**src/rtl/load_buff_unpacker.sv**
```systemverilog
// Unpacks 32-bit AXI read-stream words into SEW-sized elements and writes them
// one per cycle, lane by lane, into the per-lane vector load buffers.
module load_buff_unpacker #(
  parameter int V_LANE_NUM         = 8,
  parameter int BUFF_DEPTH         = 256,
  parameter int C_M_AXI_DATA_WIDTH = 32
) (
  input  logic                          clk,
  input  logic                          rstn,
  input  logic [2:0]                    cfg_sew,
  input  logic                          ld_start,
  input  logic [31:0]                   ld_elem_cnt,
  output logic                          ld_busy,
  output logic                          ld_done,
  input  logic                          axi_rd_tvalid,
  output logic                          axi_rd_tready,
  input  logic [C_M_AXI_DATA_WIDTH-1:0] axi_rd_tdata,
  output logic [V_LANE_NUM-1:0]         lbuff_wen,
  output logic [$clog2(BUFF_DEPTH)-1:0] lbuff_waddr,
  output logic [31:0]                   lbuff_wdata
);

  localparam int ADDR_W = $clog2(BUFF_DEPTH);
  localparam int LANE_W = (V_LANE_NUM > 1) ? $clog2(V_LANE_NUM) : 1;

  localparam logic [1:0] IDLE = 2'd0;
  localparam logic [1:0] RECV = 2'd1;
  localparam logic [1:0] DONE = 2'd2;

  logic [1:0]              state;
  logic [1:0]              sew;
  logic [31:0]             elem_total;
  logic [31:0]             elem_cnt;
  logic [31:0]             hold_data;
  logic                    hold_vld;
  logic [1:0]              offset;
  logic [LANE_W-1:0]       lane;
  logic [ADDR_W-1:0]       waddr;

  logic                    start_ok;
  logic                    wr_en;
  logic                    last_in_word;
  logic                    last_elem;
  logic                    accept;
  logic [1:0]              last_off;
  logic                    sew_unused;

  // Element k of a word sits at byte k<<sew; narrower elements are zero-extended.
  function automatic logic [31:0] extract(input logic [31:0] word,
                                          input logic [1:0]  off,
                                          input logic [1:0]  s);
    logic [4:0]  sh;
    logic [31:0] mask;
    sh = 5'({off, 3'b000} << s);
    case (s)
      2'd0:    mask = 32'h0000_00FF;
      2'd1:    mask = 32'h0000_FFFF;
      default: mask = 32'hFFFF_FFFF;
    endcase
    return (word >> sh) & mask;
  endfunction

  assign sew_unused   = cfg_sew[2];
  assign start_ok     = (state == IDLE) && ld_start;
  assign wr_en        = (state == RECV) && hold_vld;
  assign last_off     = 2'd3 >> sew;
  assign last_in_word = (offset == last_off);
  assign last_elem    = (elem_cnt == elem_total - 32'd1);

  // Refill only when the held word is drained and more elements are still owed.
  assign axi_rd_tready = (state == RECV) && (!hold_vld || (last_in_word && !last_elem));
  assign accept        = axi_rd_tvalid && axi_rd_tready;

  always_ff @(posedge clk or negedge rstn) begin
    if (!rstn) begin
      state    <= IDLE;
      hold_vld <= 1'b0;
      offset   <= 2'd0;
      lane     <= '0;
      waddr    <= '0;
      elem_cnt <= 32'd0;
    end else begin
      case (state)
        IDLE: begin
          if (ld_start) begin
            hold_vld <= 1'b0;
            offset   <= 2'd0;
            lane     <= '0;
            waddr    <= '0;
            elem_cnt <= 32'd0;
            state    <= (ld_elem_cnt == 32'd0) ? DONE : RECV;
          end
        end
        RECV: begin
          if (wr_en) begin
            elem_cnt <= elem_cnt + 32'd1;
            offset   <= offset + 2'd1;
            if (lane == LANE_W'(V_LANE_NUM - 1)) begin
              lane  <= '0;
              waddr <= (waddr == ADDR_W'(BUFF_DEPTH - 1)) ? '0 : waddr + ADDR_W'(1);
            end else begin
              lane <= lane + LANE_W'(1);
            end
            if (last_elem) begin
              hold_vld <= 1'b0;
              state    <= DONE;
            end else if (last_in_word) begin
              hold_vld <= 1'b0;
            end
          end
          if (accept) begin
            hold_vld <= 1'b1;
            offset   <= 2'd0;
          end
        end
        DONE:    state <= IDLE;
        default: state <= IDLE;
      endcase
    end
  end

  // Configuration and word storage need no reset: they are only read once qualified.
  always_ff @(posedge clk) begin
    if (start_ok) begin
      sew        <= (cfg_sew[1:0] == 2'd3) ? 2'd2 : cfg_sew[1:0];
      elem_total <= ld_elem_cnt;
    end
    if (accept) hold_data <= axi_rd_tdata[31:0];
  end

  assign ld_busy     = (state == RECV) || (state == DONE);
  assign ld_done     = (state == DONE);
  assign lbuff_wen   = wr_en ? (V_LANE_NUM'(1) << lane) : '0;
  assign lbuff_waddr = waddr;
  assign lbuff_wdata = wr_en ? extract(hold_data, offset, sew) : 32'd0;

endmodule
```
**config.mk**
```make
export PLATFORM = sky130hd
export DESIGN_NAME = load_buff_unpacker
export DESIGN_NICKNAME = d
export VERILOG_FILES = /design/src/rtl/load_buff_unpacker.sv
export SDC_FILE = /design/constraint.sdc
export NUM_CORES = 1
export LEC_CHECK = 0
export CAP_MARGIN = 20
export CORE_AREA = 2 2 123 125
export DETAILED_ROUTE_END_ITERATION = 10
export DIE_AREA = 0 0 125 127
export PLACE_DENSITY = 0.69
export SLEW_MARGIN = 10
export SYNTH_ARGS = -nofsm -noshare
export SYNTH_HDL_FRONTEND = slang
export SYNTH_SLANG_ARGS = --single-unit
```
**constraint.sdc**
```tcl
create_clock -name clk -period 5.8 [get_ports clk]
set_input_delay 1.16 -clock clk [delete_from_list [all_inputs] [get_ports clk]]
set_output_delay 1.16 -clock clk [all_outputs]
set_load 0.05 [all_outputs]
```
* After elaboration in Yosys (flattened, before gate mapping)
Cells that the tools add are included.
** Cells by class
- Multiplexer cells :: 30
- Add/subtract/negate cells :: 5
- Shift-type cells :: 4
- Eq/ne operators :: 14
- Reduce and logical (&&, ||, !) cells :: 18
- Bitwise gates (word level) :: 1
** Operators by type and width (number)
- $pmux 32 s2 :: 2
- $mux 32 :: 3
- $mux 8 :: 5
- $add 32x1->32 const B :: 1
- $and 32x32->32 :: 1
- $eq 32x32->1 :: 1
- $logic_not 32->1 :: 1
- $shr 32x5->32 :: 1
- $sub 32x1->32 const B :: 1
- $pmux 8 s2 :: 1
- $mux 2 :: 7
- $mux 3 :: 3
- $reduce_and 3->1 :: 3
- $add 8x1->8 const B :: 1
- $eq 8x8->1 const B :: 1
- $pmux 2 s2 :: 2
- $reduce_and 4->1 :: 2
- $shl 1x3->8 const A :: 1
- $ne 2x2->1 const B :: 3
- $pmux 3 s2 :: 1
- $logic_and 1x1->1 :: 5
- $mux 1 :: 5
- $shl 5x2->5 :: 1
- $eq 2x1->1 const B :: 2
- other kinds (14) :: 18
** Storage, ports and cells
- Input bits :: 71
- Output and inout bits :: 51
- Register bits :: 114
- Word-level logic and storage cells :: 81

* Logic depth before layout (Yosys ltp)
Gate-level depths: netlist of the first run.
- Depth in word-level cells :: 9
- Gate-level depth with buffers :: 13
- Depth with buffers taken out :: 10

* Least setup slack after synthesis of the first run
OpenSTA, ideal clock, no wires.
- Kind :: register to output
- Start point :: reg elem_total[6]
- End point :: out axi_rd_tready
- Data arrival time :: 2.990 ns
- Path slack :: 1.650 ns
- Data required time :: 4.640 ns
- Cell stages (with the launch flop) :: 9
- Path buffers :: 1
- Path through :: edfxtp_1 buf_6 or4_4 or4_4 or3_1 a2111oi_1 and4_4 a31oi_1 and2_1
** Between the ends
- Word-level cells in the longest chain between the ends :: 6
** RTL lines
- from (decl) :: RTL line 32 : logic [31:0] elem_total;
- from (signal assigned) :: RTL line 126 : elem_total <= ld_elem_cnt;
- $sub 32x1->32 :: RTL line 68 : assign last_elem = (elem_cnt == elem_total - 32'd1);
- $eq 32x32->1 :: RTL line 68
- $logic_not 1->1 :: RTL line 71 : assign axi_rd_tready = (state == RECV) && (!hold_vld || (last_in_word && !last_elem));
- $logic_and 1x1->1 :: RTL line 71
- $logic_or 1x1->1 :: RTL line 71
- $logic_and 1x1->1 :: RTL line 71
- to (decl) :: RTL line 16 : output logic axi_rd_tready,
No other way between the ends.

* Final worst setup path of the first run
Same ends and word-level chain as after synthesis.

==> results of run 1 <==
==> synthesized netlist by cell type (2+ instances only) <==
cell type,instances,area [µm²]
or3_1,14,87.6
and4_1,5,43.8
a22o_1,2,17.5
nor3_1,23,115
ha_1,12,150
mux2_2,10,113
and3_1,19,119
xor2_1,25,219
or4_1,6,45.0
a211oi_1,11,82.6
a22oi_1,3,22.5
edfxtp_1,66,1980
nor3b_1,2,15.0
nand2b_1,8,50.1
nor4_1,16,100
inv_1,19,71.3
nor4b_1,6,52.6
xnor2_1,37,324
a31oi_1,6,37.5
and2_1,18,113
mux2i_1,12,120
o22ai_1,2,12.5
nand4_1,13,81.3
nor2_1,64,240
o21ai_0,30,150
nor2b_1,3,18.8
o31ai_1,4,30.0
nand2_1,49,184
o2111ai_1,2,17.5
nand3b_1,3,22.5
clkbuf_1,23,86.3
dfrtp_1,48,1200
o21a_1,3,22.5
nand3_1,25,125
a21oi_1,19,95.1
nand4b_1,3,26.3
o211ai_1,3,22.5
or4_4,2,22.5
==> cells in the final DEF, fill, tap and decap left out, drive strengths merged, types with 3 or more instances in the layout <==
cell type / instances
and4: 6
clkinv: 6
nor3: 23
dfrtp: 48
mux2i: 12
a22oi: 3
nand2: 50
inv: 23
mux2: 10
nand4: 13
edfxtp: 66
o21ai: 30
nor4: 17
o21a: 3
and2: 18
clkinvlp: 3
and3: 19
nor4b: 6
clkbuf: 18
or3: 14
nand4b: 3
nand3: 25
nor2b: 3
a211oi: 11
nand2b: 8
nor2: 64
o211ai: 3
ha: 12
a21oi: 19
buf: 7
clkdlybuf4s50: 119
or4: 8
o31ai: 4
a31oi: 6
xnor2: 37
xor2: 25
nand3b: 3
==> cell families (layout without fill, tap and decap cells) <==
group | count (synthesis) | after routing
AOI/OAI and AO/OA | 93 | 93
xor gates and xnor gates | 62 | 62
adders and majority gates | 12 | 12
buffers and inverters | 43 | 177
DFF | 114 | 114
muxes | 22 | 22
and+or+nand+nor | 284 | 284
==> report_power, final <==
part	total (mW)	internal, mW	switching, mW
registers	1.12	0.998	0.119
logic	0.807	0.284	0.523
clock network	0.998	0.605	0.394
total	2.92	1.89	1.04
==> per-stage QoR <==
stage | util (%) | setup slack, ns | hold WS [ns]
after floorplan | - | 1.65 | 0.530
after global placement | 53.8 | 0.895 | 0.513
after detailed placement | 53.8 | 0.876 | 0.524
after CTS | 57.7 | 0.389 | 0.536
after global routing | 57.7 | 0.161 | 0.584
final | 57.7 | 0.401 | 0.525
==> final cells by class <==
| cell class | instances | area share [%] |
|---|---|---|
| well taps | 184 | 2.76 |
| clock buffers | 18 | 5.27 |
| repair buffers | 126 | 14.9 |
| flip-flops and latches | 114 | 38.2 |
| inverters | 19 | 0.856 |
| clock inverters | 14 | 1.56 |
| multi-input cells | 473 | 36.4 |
==> metal layers <==
| metal | up-vias | routed length, µm |
|---|---|---|
| met1 | 2555 | 7170 |
| met3 | 23 | 1020 |
| li1 | 2552 | - |
| met4 | 0 | 302 |
| met5 | - | 0 |
| met2 | 210 | 8510 |
==> flip-flops by register name, indices dropped and copies added, names as in the netlist, 2 cells and up <==
register / cells
state: 2
lane: 3
elem_cnt: 32
elem_total: 32
hold_data: 32
lbuff_waddr: 8
sew: 2
offset: 2
==> critical path, cell delays in order (launching register included) <==
cell,delay [ns]
edfxtp_1,0.52
or4_4,0.63
or4_4,0.51
or3_1,0.35
a2111oi_1,0.43
and4_4,0.34
a31oi_1,0.13
and2_1,0.20
clkdlybuf4s50_1,0.72
==> final timing paths <==
kind                             endpoint  slack, ns
max reg2reg                  elem_cnt[31]       1.69
min                        lbuff_waddr[1]       0.52
min in group asynchronous    elem_cnt[24]       0.85
max in group asynchronous  lbuff_waddr[7]       4.49
min reg2reg                lbuff_waddr[1]       0.52
max                         axi_rd_tready       0.40
==> run_results.csv, run 1 <==
group,metric,value,unit
clock_tree,clock_latency,0.41,ns
synth,yosys_warnings,0,
floorplan,io_pins,122,
routing,dr.pass1.iters,5,
timing,max-slew-margin-rel,38.3,%
worst_hold_path,hp-class,"reg2reg",
timing,worst_pin_slew,0.925,ns
worst_setup_path,crit_path_end_kind,"primary output",
run_status,status,"finished clean",
synth,ys_ff_latch,114,
synth,ys_types,52,
clock_tree,cts_resized,0,
power_and_ir_drop,p_per_area,351,nW/µm²
routing,vias,5340,
routing,drc_errors,0,
routing,vias_per_cell,5.63,
worst_setup_path,arrival,4.24,ns
final_layout,drive_gt1_share,7.33,%
worst_setup_path,setup.worst_path.start_class,"register",
synth,syn_area,6380,µm²
run,drv_cap,0,
synth,synth-simple-area-share,23.8,%
timing,setup_viol,0,
worst_setup_path,critPathMaxFanout,10,
final_layout,fin_cells,948,
routing,ant_nets,0,
clock_tree,post-cts-setup-buffer-count,0,
clock_tree,clock-sinks,114,
final_layout,nets,834,
routing,wl,17000,µm
floorplan,initial_utilization,44.3,%
floorplan,fp.dieH,127,µm
clock_tree,cts_buffer_depth,2,
clock_tree,root_buffer,"clkbuf_16",
clock_tree,htree_num_levels,4,
placement,dp_hpwl,12700,µm
worst_setup_path,crit_start,"elem_total[6]",
final_layout,seqCellArea,3180,µm²
synth,synth_top_family_by_area,"simple AND/OR/NAND/NOR gates",
synth,synth_compound_area_share,9.17,%
clock_tree,cts_made_buffers,17,
global_route,use_met2,36.6,%
global_route,antenna_found_initial,0,
global_route,grt_remaining_overflow,0,
floorplan,dieArea,15900,µm²
timing,clock_skew,0.00653,ns
global_route,grt_usage,21.5,%
routing,drt_iter0_markers,533,
floorplan,die_w,125,µm
global_route,grt_pass1_vias,5452,
global_route,use_met1,27.0,%
timing,finalHoldViolations,0,
final_layout,diodes,0,
worst_hold_path,hold_path.startpoint,"lbuff_waddr[1]",
timing,rsz0062_at_grt,"false",
synth,async_flop_share,42.1,%
global_route,grt_most_used_layer,"met2",
power_and_ir_drop,fin_total_pwr,2.92,mW
worst_setup_path,reg2regPathDepth,10,
worst_setup_path,r2r-start,"state[1]",
synth,synth_xor_xnor_area_share,8.50,%
timing,post-route-period-util,93.1,%
synth,seq_area_frac_synth,49.9,%
timing,fmax,0.185,GHz
synth,synthCells,630,
synth,synth_fp_nets,713,
worst_hold_path,hold_depth,2,
synth,synthAdderAreaFrac,2.35,%
placement,port_buffers,120,
worst_setup_path,cp.required,4.64,ns
worst_setup_path,setup.worst_path.class,"reg2out",
placement,dpl.cell_count,916,
clock_tree,clk_pin_slew,0.06,ns
placement,placed_area,7760,µm²
synth,avgSynthCellArea,10.1,µm²
timing,setup_tns,0,ns
synth,synth_edf_count,66,
global_route,grt_max_degree,49,
final_layout,fillers,1224,
synth,ys.flop_type,"edfxtp_1",
routing,routedWlPerCell,17.9,µm
clock_tree,cts_tree,"done",
power_and_ir_drop,max-vdd-ir-drop,0.200,mV
global_route,grtUsageMet3,5.61,%
timing,period_minus_slack,5.40,ns
timing,slew_violations,0,
global_route,grt_pass1_wl,27200,µm
clock_tree,cts_hold_buf,0,
synth,synthMuxAreaShare,3.64,%
power_and_ir_drop,leakagePower,3.06,nW
final_layout,syn_to_final_growth,30.4,%
floorplan,num_rows,44,
floorplan,design.core.area,14400,µm²
final_layout,stdcell_area,8330,µm²
placement,gp_congestion,0.886,
final_layout,multi_input_area,3030,µm²
No activity file was read; power rests on OpenSTA's default activity.
==> run 2: changes to the inputs <==
--- a/config.mk
+++ b/config.mk
@@ -9,8 +9,8 @@
 export CORE_AREA = 2 2 123 125
 export DETAILED_ROUTE_END_ITERATION = 10
 export DIE_AREA = 0 0 125 127
+export GPL_TIMING_DRIVEN = 0
 export PLACE_DENSITY = 0.69
-export SLEW_MARGIN = 10
 export SYNTH_ARGS = -nofsm -noshare
 export SYNTH_HDL_FRONTEND = slang
 export SYNTH_SLANG_ARGS = --single-unit
==> run_results.csv, run 2 (synthesized netlist as in run 1, its figures left out) <==
group,metric,value,unit
floorplan,num_rows,44,
timing,rsz0062_at_grt,"false",
routing,vias,5428,
clock_tree,cts_made_buffers,17,
clock_tree,root_buffer,"clkbuf_16",
power_and_ir_drop,p_per_area,348,nW/µm²
worst_setup_path,cp_common_cell,"a31oi_1",
final_layout,diodes,0,
global_route,grt_max_degree,40,
timing,fmax,0.180,GHz
global_route,grt_remaining_overflow,0,
final_layout,nets,855,
power_and_ir_drop,leakagePower,3.08,nW
timing,post-route-period-util,95.5,%
global_route,use_met2,38.1,%
worst_setup_path,cp.required,4.64,ns
final_layout,fin_cells,969,
clock_tree,htree_num_levels,4,
worst_setup_path,arrival,4.38,ns
routing,wl,17200,µm
global_route,grt_pass1_vias,5641,
clock_tree,cts_tree,"done",
final_layout,syn_to_final_growth,32.1,%
clock_tree,clk_pin_slew,0.06,ns
global_route,grt_pass1_wl,28100,µm
clock_tree,cts_resized,0,
placement,dp_hpwl,12800,µm
timing,slew_violations,0,
global_route,grtUsageMet3,6.62,%
final_layout,final_common_cell,"clkdlybuf4s50_1",
global_route,use_met1,26.9,%
final_layout,layout_common_cells,"clkdlybuf4s50_1, edfxtp_1, nor2_1, nand2_1, dfrtp_1",
final_layout,fillers,1278,
worst_setup_path,setup.worst_path.start_class,"register",
global_route,grt_most_used_layer,"met2",
floorplan,design.core.area,14400,µm²
worst_setup_path,crit_chain,"or4_1, nor4b_1, xnor2_1, a31oi_1, a21oi_1, nor3_1, a31oi_1, and2_1, clkdlybuf4s50_1",
routing,vias_per_cell,5.60,
final_layout,drive_gt1_share,6.62,%
clock_tree,post-cts-setup-buffer-count,0,
global_route,antenna_found_initial,0,
run_status,status,"finished clean",
timing,max-slew-margin-rel,33.3,%
final_layout,reg_top3,"elem_cnt: 32 flops, elem_total: 32 flops, hold_data: 32 flops",
timing,setup_tns,0,ns
floorplan,die_w,125,µm
clock_tree,cts_buffer_depth,2,
placement,dpl.cell_count,937,
worst_hold_path,hp-class,"reg2reg",
placement,port_buffers,120,
floorplan,dieArea,15900,µm²
floorplan,fp.dieH,127,µm
worst_setup_path,critPathMaxFanout,5,
routing,drc_errors,0,
routing,routedWlPerCell,17.7,µm
run,drv_cap,0,
worst_setup_path,cp_slowest_cell,"nor3_1",
routing,dr.pass1.iters,6,
floorplan,initial_utilization,44.3,%
timing,worst_pin_slew,0.994,ns
timing,finalHoldViolations,0,
clock_tree,clock-sinks,114,
worst_setup_path,crit_path_end_kind,"primary output",
global_route,grt_usage,22.3,%
worst_setup_path,cpPeakStageDelay,0.79,ns
worst_setup_path,setup.worst_path.class,"reg2out",
placement,gp_congestion,0.925,
timing,setup_viol,0,
power_and_ir_drop,max-vdd-ir-drop,0.223,mV
clock_tree,cts_hold_buf,0,
routing,drt_iter0_markers,403,
clock_tree,clock_latency,0.43,ns
timing,clock_skew,0.00950,ns
timing,period_minus_slack,5.54,ns
floorplan,io_pins,122,
routing,ant_nets,0,
==> run 2: cell types whose count changed in the layout (fill, tap and decap cells not counted), moves of 2 or more <==
cell,delta
buf_4,-6
clkinv_4,-2
clkinvlp_4,+2
clkbuf_1,+25
buf_16,+2
==> run 2: power breakdown <==
group	total (mW)	switching [mW]	internal [mW]
clock	0.972	0.387	0.586
sequential	1.10	0.0977	0.999
combinational	0.865	0.556	0.309
total	2.93	1.04	1.89
==> run 2: worst paths after layout <==
kind	start	endpoint	slack, ns	depth (start not counted)
max	elem_total[20]	axi_rd_tready	0.26	9
min reg2reg	lbuff_waddr[1]	lbuff_waddr[1]	0.53	2
min	lbuff_waddr[1]	lbuff_waddr[1]	0.53	2
max in group asynchronous	rstn	state[0]	4.69	2
min in group asynchronous	rstn	elem_cnt[20]	0.60	1
max reg2reg	elem_total[20]	hold_data[24]	1.82	9
==> run 2: worst max-delay path: cells and delay by family (launching register included) <==
family	cells	cell delay, ns
flops	1	0.47
simple gates	4	2.12
buf+inv	1	0.71
compound gates	3	0.51
xor+xnor	1	0.14
==> run 2: metrics by stage <==
| stage | power (mW) | hold slack, ns | area, µm² | utilization [%] | worst slack, ns |
|---|---|---|---|---|---|
| floorplan | 1.65 | 0.530 | 6380 | - | 1.65 |
| global placement | 1.93 | 0.514 | 7820 | 54.2 | 0.758 |
| detailed placement | 1.97 | 0.522 | 7890 | 54.7 | 0.773 |
| CTS | 2.94 | 0.539 | 8430 | 58.5 | 0.301 |
| global route | 3.09 | 0.580 | 8430 | 58.5 | 0.0118 |
| finish | 2.93 | 0.532 | 8430 | 58.5 | 0.259 |
==> run 2: routing by layer <==
layer,vias to the layer above,wire length [µm],share of wire (%)
met5,-,0,0
met4,0,336,2.0
met3,29,851,5.0
met2,167,8710,51
met1,2638,7280,42
li1,2594,-,-
==> run 2: area by class of cell <==
cell class | count | area, µm² | area share (%)
tap | 184 | 230 | 2.73
buffer | 24 | 97.6 | 1.16
clock buffer | 19 | 433 | 5.13
clock inverter | 13 | 113 | 1.34
inverter | 19 | 71.3 | 0.846
timing repair buffer | 123 | 1270 | 15.1
sequential | 114 | 3180 | 37.8
multi-input combinational | 473 | 3030 | 36.0
